## config.mk

```make
export PLATFORM = sky130hd
export DESIGN_NAME = alu_issue_stage
export DESIGN_NICKNAME = d
export VERILOG_FILES = /design/src/rtl/alu_issue_stage.sv
export SDC_FILE = /design/constraint.sdc
export NUM_CORES = 1
export LEC_CHECK = 0
export ABC_AREA = 1
export CAP_MARGIN = 20
export CORE_ASPECT_RATIO = 1.75
export CORE_MARGIN = 5
export CORE_UTILIZATION = 45
export DETAILED_ROUTE_END_ITERATION = 10
export GPL_TIMING_DRIVEN = 0
export PLACE_DENSITY_LB_ADDON = 0.3
export RECOVER_POWER = 100
export SYNTH_ARGS = -nofsm -noshare
export SYNTH_HDL_FRONTEND = slang
export SYNTH_SLANG_ARGS = --single-unit
```

## constraint.sdc

```tcl
create_clock -name clk -period 3.7 [get_ports clk]
set_input_delay 0.37 -clock clk [delete_from_list [all_inputs] [get_ports clk]]
set_output_delay 0.37 -clock clk [all_outputs]
set_load 0.01 [all_outputs]
```

## src/rtl/alu_issue_stage.sv

```systemverilog
// ---------------------------------------------------------------------------
// alu_issue_stage
//
// Single-entry pipeline register sitting between decode/register-read and a
// 32-bit ALU. Holds one instruction behind a valid/ready handshake on each
// side, drives the ALU operands and op code directly, selects a sign-extended
// immediate for op2 on request, and applies operand forwarding from the two
// later pipeline stages (EX/MEM = fwd1, MEM/WB = fwd2).
//
// Optional feature (macro ALU_ISSUE_PERF_EN): adds perf_issued / perf_stall
// event counters and a synchronous perf_clr input. With the macro undefined
// the block has no extra ports or logic.
//
// Ports:
//   clk, rst              rising-edge clock, async active-high reset
//   in_valid/in_ready     upstream handshake
//   in_rs_val, in_rt_val  register-file operand values
//   in_rs_idx, in_rt_idx  source register indices
//   in_imm, in_use_imm    immediate field and op2-immediate select
//   in_sel                ALU op code
//   in_rd_idx, in_wr_en   destination index and write enable
//   flush                 kill held and incoming instruction
//   fwd1_*                EX/MEM forwarding source (higher priority)
//   fwd2_*                MEM/WB forwarding source
//   out_valid/out_ready   downstream handshake
//   op1, op2, sel         ALU operands and op code
//   out_rd_idx, out_wr_en held destination index, gated write enable
//   perf_clr, perf_issued, perf_stall   (ALU_ISSUE_PERF_EN only)
// ---------------------------------------------------------------------------
module alu_issue_stage #(
    parameter int DATA_W = 32,
    parameter int REG_AW = 5,
    parameter int IMM_W  = 16
) (
    input  logic              clk,
    input  logic              rst,
    input  logic              in_valid,
    output logic              in_ready,
    input  logic [DATA_W-1:0] in_rs_val,
    input  logic [DATA_W-1:0] in_rt_val,
    input  logic [REG_AW-1:0] in_rs_idx,
    input  logic [REG_AW-1:0] in_rt_idx,
    input  logic [IMM_W-1:0]  in_imm,
    input  logic              in_use_imm,
    input  logic [2:0]        in_sel,
    input  logic [REG_AW-1:0] in_rd_idx,
    input  logic              in_wr_en,
    input  logic              flush,
    input  logic              fwd1_valid,
    input  logic [REG_AW-1:0] fwd1_idx,
    input  logic [DATA_W-1:0] fwd1_data,
    input  logic              fwd2_valid,
    input  logic [REG_AW-1:0] fwd2_idx,
    input  logic [DATA_W-1:0] fwd2_data,
    output logic              out_valid,
    input  logic              out_ready,
    output logic [DATA_W-1:0] op1,
    output logic [DATA_W-1:0] op2,
    output logic [2:0]        sel,
    output logic [REG_AW-1:0] out_rd_idx,
    output logic              out_wr_en
`ifdef ALU_ISSUE_PERF_EN
    ,
    input  logic              perf_clr,
    output logic [31:0]       perf_issued,
    output logic [31:0]       perf_stall
`endif
);

    // op code that makes the ALU output zero; parked here whenever idle
    localparam logic [2:0] SEL_IDLE = 3'b111;

    typedef struct packed {
        logic [DATA_W-1:0] rs_val;
        logic [DATA_W-1:0] rt_val;
        logic [REG_AW-1:0] rs_idx;
        logic [REG_AW-1:0] rt_idx;
        logic [IMM_W-1:0]  imm;
        logic              use_imm;
        logic [2:0]        sel;
        logic [REG_AW-1:0] rd_idx;
        logic              wr_en;
    } held_t;

    localparam held_t HELD_RST = '{
        rs_val:  '0,
        rt_val:  '0,
        rs_idx:  '0,
        rt_idx:  '0,
        imm:     '0,
        use_imm: 1'b0,
        sel:     SEL_IDLE,
        rd_idx:  '0,
        wr_en:   1'b0
    };

    held_t held;
    held_t incoming;
    logic  capture;

    // -----------------------------------------------------------------------
    // Handshake. in_ready lets a drain and a refill share one edge, so a
    // continuously ready consumer sees one instruction per cycle.
    // -----------------------------------------------------------------------
    assign in_ready = !flush && (!out_valid || out_ready);
    assign capture  = in_valid && in_ready;

    always_comb begin
        incoming         = HELD_RST;
        incoming.rs_val  = in_rs_val;
        incoming.rt_val  = in_rt_val;
        incoming.rs_idx  = in_rs_idx;
        incoming.rt_idx  = in_rt_idx;
        incoming.imm     = in_imm;
        incoming.use_imm = in_use_imm;
        incoming.sel     = in_sel;
        incoming.rd_idx  = in_rd_idx;
        incoming.wr_en   = in_wr_en;
    end

    // Held fields only ever change on capture: draining or flushing clears
    // out_valid but leaves the data in place (it is masked on the outputs).
    always_ff @(posedge clk or posedge rst) begin
        if (rst) begin
            out_valid <= 1'b0;
            held      <= HELD_RST;
        end else if (flush) begin
            out_valid <= 1'b0;
        end else if (capture) begin
            out_valid <= 1'b1;
            held      <= incoming;
        end else if (out_ready) begin
            out_valid <= 1'b0;
        end
    end

    // -----------------------------------------------------------------------
    // Forwarding. Evaluated every cycle from the held indices, so a stalled
    // instruction keeps picking up results that land while it waits.
    // Register 0 is hard-wired and never forwarded.
    // -----------------------------------------------------------------------
    logic              rs_hit1, rs_hit2, rt_hit1, rt_hit2;
    logic [DATA_W-1:0] rs_cur, rt_cur, imm_ext;

    assign rs_hit1 = fwd1_valid && (fwd1_idx == held.rs_idx) && (held.rs_idx != '0);
    assign rs_hit2 = fwd2_valid && (fwd2_idx == held.rs_idx) && (held.rs_idx != '0);
    assign rt_hit1 = fwd1_valid && (fwd1_idx == held.rt_idx) && (held.rt_idx != '0);
    assign rt_hit2 = fwd2_valid && (fwd2_idx == held.rt_idx) && (held.rt_idx != '0);

    assign imm_ext = {{(DATA_W-IMM_W){held.imm[IMM_W-1]}}, held.imm};

    always_comb begin
        rs_cur = held.rs_val;
        if (rs_hit1)      rs_cur = fwd1_data;
        else if (rs_hit2) rs_cur = fwd2_data;

        rt_cur = held.rt_val;
        if (rt_hit1)      rt_cur = fwd1_data;
        else if (rt_hit2) rt_cur = fwd2_data;
    end

    // Idle outputs are forced so the ALU yields 0 with nothing issued.
    always_comb begin
        op1       = '0;
        op2       = '0;
        sel       = SEL_IDLE;
        out_wr_en = 1'b0;
        if (out_valid) begin
            op1       = rs_cur;
            op2       = held.use_imm ? imm_ext : rt_cur;
            sel       = held.sel;
            out_wr_en = held.wr_en;
        end
    end

    assign out_rd_idx = held.rd_idx;

`ifdef ALU_ISSUE_PERF_EN
    // -----------------------------------------------------------------------
    // Event counters, free-running and wrapping at 2^32.
    // -----------------------------------------------------------------------
    logic issue_evt, stall_evt;

    assign issue_evt = out_valid && out_ready && !flush;
    assign stall_evt = out_valid && !out_ready;

    always_ff @(posedge clk or posedge rst) begin
        if (rst) begin
            perf_issued <= '0;
            perf_stall  <= '0;
        end else if (perf_clr) begin
            perf_issued <= '0;
            perf_stall  <= '0;
        end else begin
            if (issue_evt) perf_issued <= perf_issued + 32'd1;
            if (stall_evt) perf_stall  <= perf_stall + 32'd1;
        end
    end
`endif

endmodule

```

==> impl.org, run 1 <==
** Drt
- Wires add up to about 25,000 um.
- In this run the top signal layer used is met4.
- Using the TritonRoute via totals, the vias-per-cell ratio works out to 5.16.
- Residual DRC count :: 0
- The count of nets left with antenna violations once routing finished came out at 0.
- The routed design uses approximately 1700 um of met3 wire.
- Vias after detailed routing :: 7,133
- In the final routing, the length of wire on met1 measures just under 9000 um.
- Wire per inst :: between 15 and 20 um
- Met2 WL post-DR :: approximately 13,000 um
- The first detailed-routing pass ran for 7 iterations.
- The first routing iteration left between 200 and 300 violations.

** Timing
- Final hold analysis gives a worst-case slack of ~0.5 ns.
- Summed over all failing endpoints, the final setup total negative slack is 0 ns.
- For the finished layout, the period the worst path requires is roughly 3.3 ns.
- RSZ-0062 raised after global routing :: no
- Fraction of the cycle the final worst path needs :: between 90% and 100%
- The max-slew violation count is 33.
- Largest clock skew in the final design :: 0.00608 ns
- Relative slew margins :: -7.40%
- For the pin with the worst max-slew slack, the measured transition is 1.60 ns.
- Setup violations remaining at the end of the flow were counted as 0.
- Achievable frequency :: roughly 0.3 GHz
- After layout, the worst setup slack is around 0.37 ns.
- Endpoints failing hold :: 0

** Clocking
- CTS saw around 100 sinks.
- Clock root buffer :: sky130_fd_sc_hd__clkbuf_16
- Number of buffers on the longest clock path :: 2
- TritonCTS clock tree :: yes
- Resize count post-CTS :: 0
- The clock reaches the later pin of the worst-skew pair after around 0.36 ns.
- Clock-pin slew was measured on the worst setup and hold paths at 0.07 ns.
- Depth of the CTS H-tree :: 3
- The number of clock buffers added by TritonCTS is 9.
- Buffers inserted to repair hold after CTS numbered 0.
- Post-CTS Repair Setup Buffers :: 0

** Critical path
- Beginning of the worst register-to-register path :: out_valid$_DFFE_PP0P_
- Data arrival at the endpoint of the critical path :: between 2 and 3 ns
- Capturing element type of the critical path :: output pin
- The critical path contains buffers and inverters numbering 5 combined.
- The critical path starts at fwd2_idx[3].
- Top cell by count, worst path :: sky130_fd_sc_hd__nand2_1
- Required arrival time at the worst endpoint :: 3.33 ns
- Delay of the slowest critical-path stage :: between 0.6 and 0.7 ns
- STA classifies the critical path startpoint as an input port.
- Broken down by cell family, the worst path's largest delay share belongs to buffers and inverters.
- Of all nets on the critical path, the largest fanout is 10.
- Cells along the critical path :: clkdlybuf4s50_1 -> inv_2 -> nand2_1 -> nand2_1 -> clkinv_1 -> nand2_1 -> nor2_1 -> nand2_1 -> buf_2 -> nand2_1 -> nand3_1 -> nand2_1 -> a21oi_1 -> dlygate4sd3_1
- The critical path in this run is classified as input port to output pin.
- Slowest library cell on the worst path :: sky130_fd_sc_hd__dlygate4sd3_1

** Cells and area
- Synth-to-Final Area Change :: 46.5%
- Count of nets after finishing :: ~1,400
- Layout cells sized above 1 :: 9.23%
- Final cell utilization of the core :: 66.8%
- Post-route insts no fill :: roughly 1,400
- Layout Cell Area excl Fill :: roughly 0.0096 mm^2
- Diodes inserted :: 0

** Outcome
- Violated checks :: max-capacitance violations, max-slew violations
- Status :: finished with violations

** Place
- In this run the tool buffered the top-level ports with approximately 260 buffer cells.
- Summing all placed instances gives a cell area of just over 0.009 mm^2.
- At the end of routability-driven placement, the weighted congestion stood at about 1.
- Final HPWL DP :: approximately 20,000 um
- Setup slack after placement :: about 0.61 ns
- Placed insts :: around 1,400

** Power and ir drop
- Static leakage :: roughly 4.8 nW
- Of the total power, the share spent switching nets is between 30% and 40%.
- The internal portion of the total power is about 2.4 mW.
- Combinational logic is responsible for 33.5% of the overall power.
- Design Power :: roughly 3.6 mW
- Sequential cells account for between 30 and 40% of the total power.
- Pwr per Cell Area :: between 300 and 400 mW/mm^2
- Portion of total power attributed to the clock network :: between 20 and 30%
- Across the VDD grid, the largest voltage drop is 0.226 mV.
- The analysis attributes to net switching a power of between 1 and 1.5 mW.

** Yosys
- Cell type with the largest total area after synthesis :: sky130_fd_sc_hd__dfrtp_1
- In this run, synthesis inferred 0 flip-flops with an integrated enable.
- Post-synthesis cell count :: roughly 930
- Commonest cells post-synth :: sky130_fd_sc_hd__nand2_1, sky130_fd_sc_hd__nor2_1, sky130_fd_sc_hd__inv_1
- Post-synthesis sequential element count :: approximately 100
- Syn_nets :: roughly 1,100
- In this run the biggest area consumer among cell types represents a little under two fifths of the synthesized area.
- After synthesis, the share of flip-flops with an asynchronous set or reset is 100%.
- Ys flop type :: sky130_fd_sc_hd__dfrtp_1
- Library cell with the highest instance count after synthesis :: sky130_fd_sc_hd__nand2_1
- The synthesized netlist occupies a cell area of between 0.006 and 0.007 mm^2.
- Sequential area share after synthesis :: 38.6%
- Total number of yosys warnings :: 0
- Top cells by area in the synthesized netlist :: sky130_fd_sc_hd__dfrtp_1, sky130_fd_sc_hd__nand2_1, sky130_fd_sc_hd__nor2_1
- In this run the mean area of a mapped cell was 7.04 um^2.
- After synthesis, the netlist uses 28 different library cells.

** Global route
- Number of global-route vias before repair :: between 7,000 and 8,000
- Global routing finished with a remaining overflow of 0.
- Global routing usage summed across all routing layers :: roughly 29%
- Number of antenna violations at the first check in global routing :: 0
- The first global-routing pass estimated 38,100 um of wire.
- Entering global routing, the biggest net connects 70 pins.

** Worst hold path
- Hold wc startpoint :: held[12]$_DFFE_PP0P_
- Worst Hold Class :: flip-flop to flip-flop

** Floorplan
- The floorplan has 58 rows.
- The floorplan step set the die width to ~100 um.
- Floorplan die area :: 0.0172 mm^2
- Starting density of the core :: about 46%
- The floorplan step set the die height to approximately 170 um.
- Standard cell core area :: approximately 0.014 mm^2
- roughly 260 I/O pins were placed.

** Run
- Max-cap violations in this run came to 1.
## worst reg2reg max path, cell delays in order, from the launching register on
cell and delay (ns):
sky130_fd_sc_hd__dfrtp_1 0.54, sky130_fd_sc_hd__inv_1 0.24, sky130_fd_sc_hd__nor2_1 0.18, sky130_fd_sc_hd__nor2_1 0.07, sky130_fd_sc_hd__nand2_1 0.32, sky130_fd_sc_hd__clkbuf_1 0.64
sky130_fd_sc_hd__clkbuf_1 0.44, sky130_fd_sc_hd__nor2_1 0.16, sky130_fd_sc_hd__a21oi_1 0.14
## power by group through the flow
stage	clock, mW	sequential, mW	combinational, mW
2_1_floorplan	0	1.36	0.675
3_3_place_gp	0	1.38	1.22
3_5_place_dp	0	1.39	1.24
4_1_cts	1.04	1.37	1.25
5_1_grt	1.08	1.39	1.33
6_report	1.03	1.37	1.21
## final cells by class
cell class / count / area (um^2)
inverter: 121 / 455
tap: 180 / 225
clock buffer: 9 / 225
sequential: 101 / 2530
fill: 1305 / 4770
clock inverter: 7 / 95.1
buffer: 63 / 289
multi-input combinational: 646 / 3200
timing repair buffer: 256 / 2580
## cells in the final DEF (no fill, tap or decap), types with 4 or more instances in the layout
| cell | n |
|---|---|
| sky130_fd_sc_hd__dfrtp_1 | 98 |
| sky130_fd_sc_hd__nor2_1 | 155 |
| sky130_fd_sc_hd__nor2_4 | 5 |
| sky130_fd_sc_hd__o21ai_0 | 38 |
| sky130_fd_sc_hd__buf_2 | 27 |
| sky130_fd_sc_hd__inv_1 | 111 |
| sky130_fd_sc_hd__o21ai_1 | 4 |
| sky130_fd_sc_hd__xnor2_1 | 6 |
| sky130_fd_sc_hd__buf_4 | 5 |
| sky130_fd_sc_hd__nand3_1 | 91 |
| sky130_fd_sc_hd__mux2_2 | 41 |
| sky130_fd_sc_hd__a21oi_1 | 86 |
| sky130_fd_sc_hd__nand3b_1 | 10 |
| sky130_fd_sc_hd__nand2_1 | 195 |
| sky130_fd_sc_hd__inv_2 | 7 |
| sky130_fd_sc_hd__mux2_1 | 7 |
| sky130_fd_sc_hd__clkbuf_16 | 9 |
| sky130_fd_sc_hd__dlygate4sd3_1 | 57 |
| sky130_fd_sc_hd__clkbuf_1 | 31 |
| sky130_fd_sc_hd__clkdlybuf4s50_1 | 198 |
## final timing paths
check                                  endpoint  slack, ns  cells after the start
max                                     op2[21]       0.37                     14
min                        held[12]$_DFFE_PP0P_       0.50                      1
max reg2reg                held[69]$_DFFE_PP0P_       0.91                      8
min reg2reg                held[12]$_DFFE_PP0P_       0.50                      1
max in group asynchronous  held[50]$_DFFE_PP0P_       1.90                      3
min in group asynchronous  held[22]$_DFFE_PP0P_       0.86                      2
## cells by family after synthesis
logic type | after synthesis | share of synthesized area [%]
multiplexers | 48 | 8.25
XOR/XNOR | 6 | 0.802
buffers and inverters | 184 | 12.1
AO/OA/AOI/OAI | 128 | 9.78
flip-flops | 101 | 38.6
AND/OR/NAND/NOR | 464 | 30.4
## routing by layer
| metal | global-route usage [%] | vias up |
|---|---|---|
| met3 | 5.31 | 77 |
| li1 | - | 3457 |
| met4 | 16.6 | 0 |
| met1 | 30.5 | 3293 |
| met5 | 0 | - |
| met2 | 53.3 | 306 |
## state kept, by name, summed over array words and instances, names as in the netlist
signal / cells
out_valid: 1
out_rd_idx: 5
held: 95
Note: power is estimated with default switching activity, not from simulation.
==> run 2: changes to the inputs <==
- CAP_MARGIN: 20 -> unset
==> run 2 against run 1 <==
Compared with the run above: the run still ends with max-capacitance violations, max-slew violations left; clock power hardly changed; final cell count stayed put; utilization unchanged; clock-buffer cell count unchanged; design area stayed put; routed wire length stayed put; critical path depth stayed put; setup slack did not move; sequential share of layout area unchanged; via count stayed put; maximum frequency unchanged.
==> impl.org, run 2 (synthesis gave the netlist of run 1 again) <==
** Drt
- The routed via count is 7,133 (unchanged).
- The number of nets with antenna violations after detailed routing came to 0 (unchanged).
- Number of iterations in the first detailed-routing pass :: 7 (unchanged)
- Residual DRC count :: 0 (unchanged)
- The number of vias per cell after detailed routing is 5.16 (unchanged).
- The number of DRC markers in iteration 0 was 255 (unchanged).
- The routed wire length came to 25,400 um (unchanged).
- The routed wire length per instance is 18.3 um (unchanged).

** Floorplan
- The area of the die was 0.0172 mm^2 (unchanged).
- Placement row count :: 58 (unchanged)
- Starting density of the core :: 45.6% (unchanged)
- The die outline width is 101 um (unchanged).
- Standard cell core area :: 0.0144 mm^2 (unchanged)
- The top-level I/O count came to 256 (unchanged).
- The height of the chip was 170 um (unchanged).

** Critical path
- Required arrival time at the worst endpoint :: 3.33 ns (about the same)
- The worst endpoint data arrival time is 2.96 ns (about the same).
- The number of buffer and inverter stages on the critical path came to 5 (unchanged).
- Delay of the slowest critical-path stage :: 0.63 ns (about the same)
- The path depth of the worst reg2reg path is 8 (unchanged).
- STA classifies the critical path endpoint as an output pin.
- CP startpoint kind :: input port
- Among all stages on the critical path, the largest delay is contributed by sky130_fd_sc_hd__dlygate4sd3_1.
- Worst path depth :: 14 (unchanged)
- Largest fanout of any net on the critical path :: 10 (unchanged)
- The minimum setup slack among reg-to-reg paths is 0.91 ns (about the same).
- Type of the setup path with the least slack :: input port to output pin
- The critical path goes through clkdlybuf4s50_1 -> inv_2 -> nand2_1 -> nand2_1 -> clkinv_1 -> nand2_1 -> nor2_1 -> nand2_1 -> buf_2 -> nand2_1 -> nand3_1 -> nand2_1 -> a21oi_1 -> dlygate4sd3_1.
- Beginning of the worst register-to-register path :: out_valid$_DFFE_PP0P_
- The cell that appears most often on the critical path is sky130_fd_sc_hd__nand2_1.
- CP delay by family, top :: buffers and inverters
- Critical R2R Capture :: held[69]$_DFFE_PP0P_

** Timing
- The worst max-slew margin expressed relative to the limit came to -7.40% (unchanged).
- The minimum period implied by the final worst setup slack is 3.33 ns (unchanged).
- The final count of hold timing violations is 0 (unchanged).
- Achievable frequency :: 0.300 GHz (unchanged)
- Largest clock skew in the final design :: 0.00608 ns (unchanged)
- Worst Hold Margin :: 0.495 ns (unchanged)
- Fraction of the cycle the final worst path needs :: 90.1% (unchanged)
- The final setup violation count came to 0 (unchanged).
- Setup repair after global routing left no endpoint under its margin.
- The slew at the pin with the worst max-slew slack is 1.60 ns (unchanged).
- The setup TNS was 0 ns (unchanged).
- Max Slew Vio Count :: 33 (unchanged)

** Cells and area
- Diodes inserted :: 0 (unchanged)
- The footprint of the multi-input gates is 0.00320 mm^2 (unchanged).
- Number of filler instances in the final layout :: 1,305 (unchanged)
- The library cells used most frequently in the layout, excluding fill and tap cells, are sky130_fd_sc_hd__clkdlybuf4s50_1, sky130_fd_sc_hd__nand2_1, sky130_fd_sc_hd__nor2_1, sky130_fd_sc_hd__inv_1, sky130_fd_sc_hd__dfrtp_1.
- The register with the most flip-flops in the final layout is held.
- Synth-to-Final Area Change :: 46.5% (unchanged)
- Layout cells sized above 1 :: 9.23% (unchanged)
- Post-route insts no fill :: 1,383 (unchanged)
- The footprint of the flip-flops and latches was 0.00253 mm^2 (unchanged).
- The library cell used most frequently in the layout, excluding fill and tap cells, is sky130_fd_sc_hd__clkdlybuf4s50_1.
- Count of nets after finishing :: 1,379 (unchanged)
- Largest register FFs :: 95 (unchanged)

** Power and ir drop
- Relative contribution of combinational cells to total power :: 33.5% (about the same)
- Part of the total power dissipated in sequential elements :: 37.9% (about the same)
- Maximum vdd ir drop :: 0.226 mV (unchanged)
- Static leakage :: 4.77 nW (unchanged)
- The portion of total power attributed to the clock network came to 28.6% (about the same).
- Switching portion of total power :: 33.2% (unchanged)
- Pwr per Cell Area :: 376 mW/mm^2 (unchanged)
- Psw :: 1.20 mW (unchanged)
- The internal portion of total power is 2.41 mW (unchanged).

** Global route
- The pin count of the biggest net entering global routing is 70 (unchanged).
- First-pass GRT wire length :: 38,100 um (unchanged)
- The total global-route track usage is 29.2% (unchanged).
- Remaining global-route overflow :: 0 (unchanged)
- Number of global-route vias before repair :: 7,405 (unchanged)
- The number of antenna violations at the first check in global routing was 0 (unchanged).

** Clocking
- Depth of the CTS H-tree :: 3 (unchanged)
- Post-CTS Repair Setup Buffers :: 0 (unchanged)
- Clock latency reported for the late side of the worst-skew pair :: 0.36 ns (about the same)
- The root buffer cell chosen for the clock tree is sky130_fd_sc_hd__clkbuf_16.
- Number of buffers created by CTS :: 9 (unchanged)
- Number of buffers on the longest clock path :: 2 (unchanged)
- Resize count post-CTS :: 0 (unchanged)
- TritonCTS built the clock tree.
- TritonCTS Sinks :: 101 (unchanged)
- The clock-pin slew of the registers on the worst-case setup and hold paths was 0.07 ns (about the same).
- The count of hold-fix buffers inserted at cts is 0 (unchanged).

** Place
- I/O Buffers :: 255 (unchanged)
- Placed insts :: 1,367 (unchanged)
- Final HPWL DP :: 20,600 um (unchanged)
- The final weighted congestion in routability-driven placement was 0.987 (unchanged).

** Outcome
- The flow ran to the end, but the final reports show violations.
- The final reports fail on max-capacitance violations, max-slew violations.

** Worst hold path
- The cell depth of the worst hold path came to 1 (unchanged).
- End of the worst hold path :: held[12]$_DFFE_PP0P_
- The path class of the tightest hold or removal check is flip-flop to flip-flop.
- The worst hold path begins at held[12]$_DFFE_PP0P_.

** Run
- The max-cap violation count is 1 (unchanged).
[run 2: cell counts in the layout (fill, tap and decap cells not counted)]
Identical to the previous run, type by type.
[run 2: worst reg2reg max path: cells and delay by family (launching register included)]
kind | cells | cell delay [ns]
DFF | 1 | 0.54
AOI/OAI and AO/OA | 1 | 0.14
and+or+nand+nor | 4 | 0.73
buffers and inverters | 3 | 1.32
[run 2: area by class of cell]
class / instances / share of cell area, %
Timing Repair Buffer: 256 / 26.9
Sequential cell: 101 / 26.4
Clock buffer: 9 / 2.35
Buffer: 63 / 3.01
Tap cell: 180 / 2.35
Inverter: 121 / 4.75
Multi-Input combinational cell: 646 / 33.3
Clock inverter: 7 / 0.991
[run 2: worst max-delay path by stage]
stage / endpoint / slack [ns] / start
after floorplan: held[0]$_DFFE_PP0P_ / 0.69 / rst
after global placement: held[91]$_DFFE_PP0P_ / -0.90 / rst
after detailed placement: op2[18] / 0.61 / fwd1_idx[3]
after CTS: op2[18] / 0.60 / fwd1_idx[3]
after global routing: op2[13] / 0.22 / fwd2_idx[1]
final: op2[21] / 0.37 / fwd2_idx[3]
[run 2: metal layers]
metal,vias to the layer above,part of all wire [%],global-route usage (%)
met5,-,0,0
met4,0,5.7,16.6
met3,77,6.7,5.31
met2,306,53,53.3
met1,3293,35,30.5
li1,3457,-,-
[run 2: stage by stage]
stage               power [mW]  setup WS [ns]  instance area [um^2]  util (%)
finish                    3.61          0.368                  9600      66.8
global route              3.80          0.224                  9600      66.8
CTS                       3.66          0.604                  9680      67.4
detailed placement        2.63          0.612                  9360      65.1
global placement          2.60         -0.896                  9330      64.9
floorplan                 2.04          0.688                  6550         -
[run 2: power by group through the flow]
stage	clock network, mW	registers (mW)	logic [mW]
floorplan	0	1.36	0.675
global placement	0	1.38	1.22
detailed placement	0	1.39	1.24
CTS	1.04	1.37	1.25
global route	1.08	1.39	1.33
finish	1.03	1.37	1.21
==> run 3: changes to the inputs <==
- ABC_AREA: 1 -> 0
- CORE_UTILIZATION: 45 -> 43
- GPL_ROUTABILITY_DRIVEN: unset -> 0
==> run 3 against run 2 <==
Compared with the run above: the run still ends with max-capacitance violations, max-slew violations left; sequential power up 4%; flip-flop and latch count unchanged; first-iteration DRC count down 41%; synthesized cell count down 42%; setup slack worse by 0.26 ns; utilization up 0.10 points; hold slack better by 0.014 ns; critical endpoint is now op2[26]; largest cell class unchanged; highest routed layer unchanged.
==> impl.org, run 3 <==
** Outcome
- The flow ran to the end, but the final reports show violations.
- Violated checks :: max-capacitance violations, max-slew violations

** Yosys
- Library cell with the highest instance count after synthesis :: sky130_fd_sc_hd__mux2_2
- Ranked by instance count, the synthesized netlist is headed by sky130_fd_sc_hd__mux2_2, sky130_fd_sc_hd__dfrtp_1, sky130_fd_sc_hd__nand2_1.
- The fraction of synthesized cell area taken by the top area cell type is 41.5% (+4.1 points).
- Total standard cell area after synthesis :: 0.00590 mm^2 (-9.9%)
- Total number of yosys warnings :: 0 (unchanged)
- The number of flops mapped to enable cells by yosys was 0 (unchanged).
- The async set-or-reset flop fraction in the synthesized netlist is 100% (unchanged).
- The cell count after synthesis was 537 (-42%).
- Ys flop type :: sky130_fd_sc_hd__dfrtp_1
- Syn_nets :: 718 (-35%)
- The average cell area after synthesis came to 11.0 um^2 (+56%).
- The register bit count reported by yosys is 101 (unchanged).
- The number of unique standard cell types used by synthesis is 28 (unchanged).
- By area the synthesized netlist is led by sky130_fd_sc_hd__dfrtp_1, sky130_fd_sc_hd__mux2_2, sky130_fd_sc_hd__o221ai_2.
- The register area share after synthesis came to 42.9% (+4.2 points).
- Cell type with the largest total area after synthesis :: sky130_fd_sc_hd__dfrtp_1

** Critical path
- The delay of the slowest cell on the worst path came to 0.64 ns (about the same).
- The worst endpoint required time is 3.33 ns (about the same).
- The path depth of the worst reg2reg path came to 7 (-1).
- The worst register-to-register path begins at out_valid$_DFFE_PP0P_.
- Among all stages on the critical path, the largest delay is contributed by sky130_fd_sc_hd__dlygate4sd3_1.
- Largest fanout of any net on the critical path :: 10 (unchanged)
- CP startpoint kind :: input port
- The worst register-to-register path ends at held[40]$_DFFE_PP0P_.
- Data arrival at the endpoint of the critical path :: 3.23 ns (+0.27 ns)
- Capturing element type of the critical path :: output pin
- Type of the setup path with the least slack :: input port to output pin
- Internal reg-to-reg setup slack :: 1.09 ns (+0.18 ns)
- Cells along the critical path :: clkdlybuf4s50_1 -> xnor2_1 -> nand4_1 -> nor3_2 -> clkbuf_2 -> mux2i_1 -> o221ai_2 -> dlygate4sd3_1
- Among cell families on the critical path, the largest total delay comes from buffers and inverters.
- The number of buffer and inverter stages on the critical path came to 3 (-2).

** Drt
- Number of DRC markers after the initial detailed-route iteration :: 150 (-41%)
- The routed wire length came to 20,500 um (-19%).
- The number of vias per cell after detailed routing is 5.36 (+3.9%).
- The routed wire length per instance was 20.9 um (+14%).
- The number of detailed-route iterations in the first pass was 4 (-3).
- Residual DRC count :: 0 (unchanged)
- The routed via count was 5,273 (-26%).
- The number of nets with antenna violations after detailed routing came to 0 (unchanged).

** Timing
- Relative slew margins :: -15.0% (-7.6 points)
- Actual transition at the worst max-transition pin :: 1.72 ns (+0.113 ns)
- The maximum achievable frequency was 0.278 GHz (-7.3%).
- The final setup violation count came to 0 (unchanged).
- The final count of hold timing violations was 0 (unchanged).
- The minimum period implied by the final worst setup slack is 3.60 ns (+0.263 ns).
- Worst Hold Margin :: 0.509 ns (+0.0136 ns)
- The setup TNS is 0 ns (unchanged).
- RSZ-0062 raised after global routing :: no
- Max Slew Vio Count :: 35 (+6.1%)
- The final period utilization came to 97.2% (+7.1 points).
- Largest clock skew in the final design :: 0.00737 ns (+0.00129 ns)

** Run
- The max-cap violation count is 1 (unchanged).

** Clocking
- The H-tree depth reported by CTS was 3 (unchanged).
- The total setup buffers inserted after CTS came to 0 (unchanged).
- The clock latency at the later pin of the worst-skew pair came to 0.34 ns (-0.02 ns).
- TritonCTS clock tree :: yes
- The tree is rooted in a sky130_fd_sc_hd__clkbuf_16.
- TritonCTS Sinks :: 101 (unchanged)
- The total clock buffers created by CTS is 9 (unchanged).
- Number of buffers on the longest clock path :: 2 (unchanged)
- The clock-pin slew of the registers on the worst-case setup and hold paths is 0.07 ns (about the same).

** Cells and area
- Largest register FFs :: 95 (unchanged)
- Most frequent cells in the layout :: sky130_fd_sc_hd__clkdlybuf4s50_1, sky130_fd_sc_hd__mux2_2, sky130_fd_sc_hd__dfrtp_1, sky130_fd_sc_hd__nand2_1, sky130_fd_sc_hd__dlygate4sd3_1
- The footprint of the flip-flops and latches is 0.00253 mm^2 (unchanged).
- Layout Cell Area excl Fill :: 0.00900 mm^2 (-6.2%)
- The post-layout net count was 985 (-29%).
- More flip-flops sit in one register than any other, and that register is held.
- The fill cell total of the finished layout came to 1,076 (-18%).
- The footprint of the multi-input gates is 0.00297 mm^2 (-7.2%).
- Most common library cell in the layout ignoring fill and taps :: sky130_fd_sc_hd__clkdlybuf4s50_1
- Relative to the synthesized area, the layout overhead comes to 52.5%.
- Layout cells sized above 1 :: 22.4% (+13 points)

** Floorplan
- I/O pin count :: 256 (unchanged)
- The area of the die came to 0.0163 mm^2 (-5.2%).
- The initial cell density of the core is 43.9% (-1.7 points).
- Standard cell core area :: 0.0135 mm^2 (-6.4%)
- The height of the chip was 165 um (-2.7%).
- The number of rows created at floorplan came to 56 (-3.4%).
- Die Span X :: 98.6 um (-2.6%)

** Power and ir drop
- Part of the total power dissipated in sequential elements :: 41.6% (+3.7 points)
- Switching portion of total power :: 28.5% (-4.7 points)
- The final total power was 3.42 mW (-5.3%).
- Relative contribution of combinational cells to total power :: 30.0% (-3.5 points)
- The power density over the cells is 380 mW/mm^2 (+0.98%).
- The static leakage came to 3.65 nW (-24%).
- The portion of total power attributed to the clock network is 28.4% (-0.2 points).
- The internal portion of total power was 2.44 mW (+1.4%).
- Psw :: 0.974 mW (-19%)
- Maximum vdd ir drop :: 0.248 mV (+9.7%)

** Worst hold path
- Cell depth of the worst hold path :: 1 (unchanged)
- The path with the worst hold slack has its endpoint at held[98]$_DFFE_PP0P_.
- The min-delay analysis places its worst path in the category flip-flop to flip-flop.
- The startpoint identified for the worst hold timing path is held[98]$_DFFE_PP0P_.

** Global route
- The total global-route track usage was 25.1% (-4.1 points).
- Maximum number of pins on one net before global-route repair :: 68 (-2.9%)
- The total congestion overflow came to 0 (unchanged).
- The number of antenna violations at the first check in global routing was 1 (+1).
- Number of global-route vias before repair :: 5,907 (-20%)
- The global-route wire length before repair was 31,500 um (-17%).

** Place
- Post-Place Cell Area :: 0.00870 mm^2 (-7.0%)
- I/O Buffers :: 255 (unchanged)
- The post-DP HPWL is 16,500 um (-20%).
run 3: layout make-up:
type / instances / area share, %
clock inverters: 7 / 0.862
repair buffers: 256 / 28.7
flip-flops and latches: 101 / 28.1
plain buffers: 46 / 3.02
clock buffers: 9 / 2.50
well taps: 174 / 2.42
diodes: 1 / 0.0278
inverters: 34 / 1.43
multi-input cells: 356 / 32.9
run 3: stage by stage:
step / cells / utilization (%) / setup slack [ns]
floorplan: 537 / - / 0.688
global placement: 966 / 64.5 / -0.862
detailed placement: 967 / 64.7 / -0.105
CTS: 983 / 67.0 / 0.183
global route: 984 / 66.9 / 0.0152
finish: 984 / 66.9 / 0.105
run 3: power groups by stage:
stage	sequential, mW	combinational (mW)	clock, mW
floorplan	1.40	0.562	0
global route	1.45	1.10	1.05
finish	1.42	1.03	0.971
CTS	1.42	1.07	1.00
global placement	1.42	1.03	0
detailed placement	1.44	1.06	0
run 3: per-layer routing:
metal	vias up	global-route usage [%]	routed length [um]	share of wire, %
li1	2436	-	-	-
met1	2557	26.4	7400	36
met2	218	45.9	11000	54
met3	62	4.95	1050	5.1
met4	0	14.5	1020	5.0
met5	-	0	0	0
run 3: kinds of logic after synthesis:
group / count (synthesis) / share of synthesized area (%)
simple gates: 140 / 10.0
mux: 132 / 24.5
buf+inv: 80 / 6.97
xor+xnor: 20 / 2.97
compound gates: 64 / 12.7
flops: 101 / 42.9
run 3: what timing repair did:
action / in CTS / in global routing
resized for setup: 1 / 0
endpoints found under the setup margin: 4 / 0
hold buffers: 0 / 0
run 3: worst max path at each step:
stage               cells after the start  slack, ns         from                    to
detailed placement                      8      -0.11  fwd2_idx[4]                op1[2]
global placement                        2      -0.86          rst  held[64]$_DFFE_PP0P_
finish                                  8       0.10  fwd2_idx[4]               op2[26]
global route                            8       0.02  fwd2_idx[1]               op2[10]
CTS                                     8       0.18  fwd2_idx[4]                op1[2]
floorplan                               1       0.69          rst   held[0]$_DFFE_PP0P_
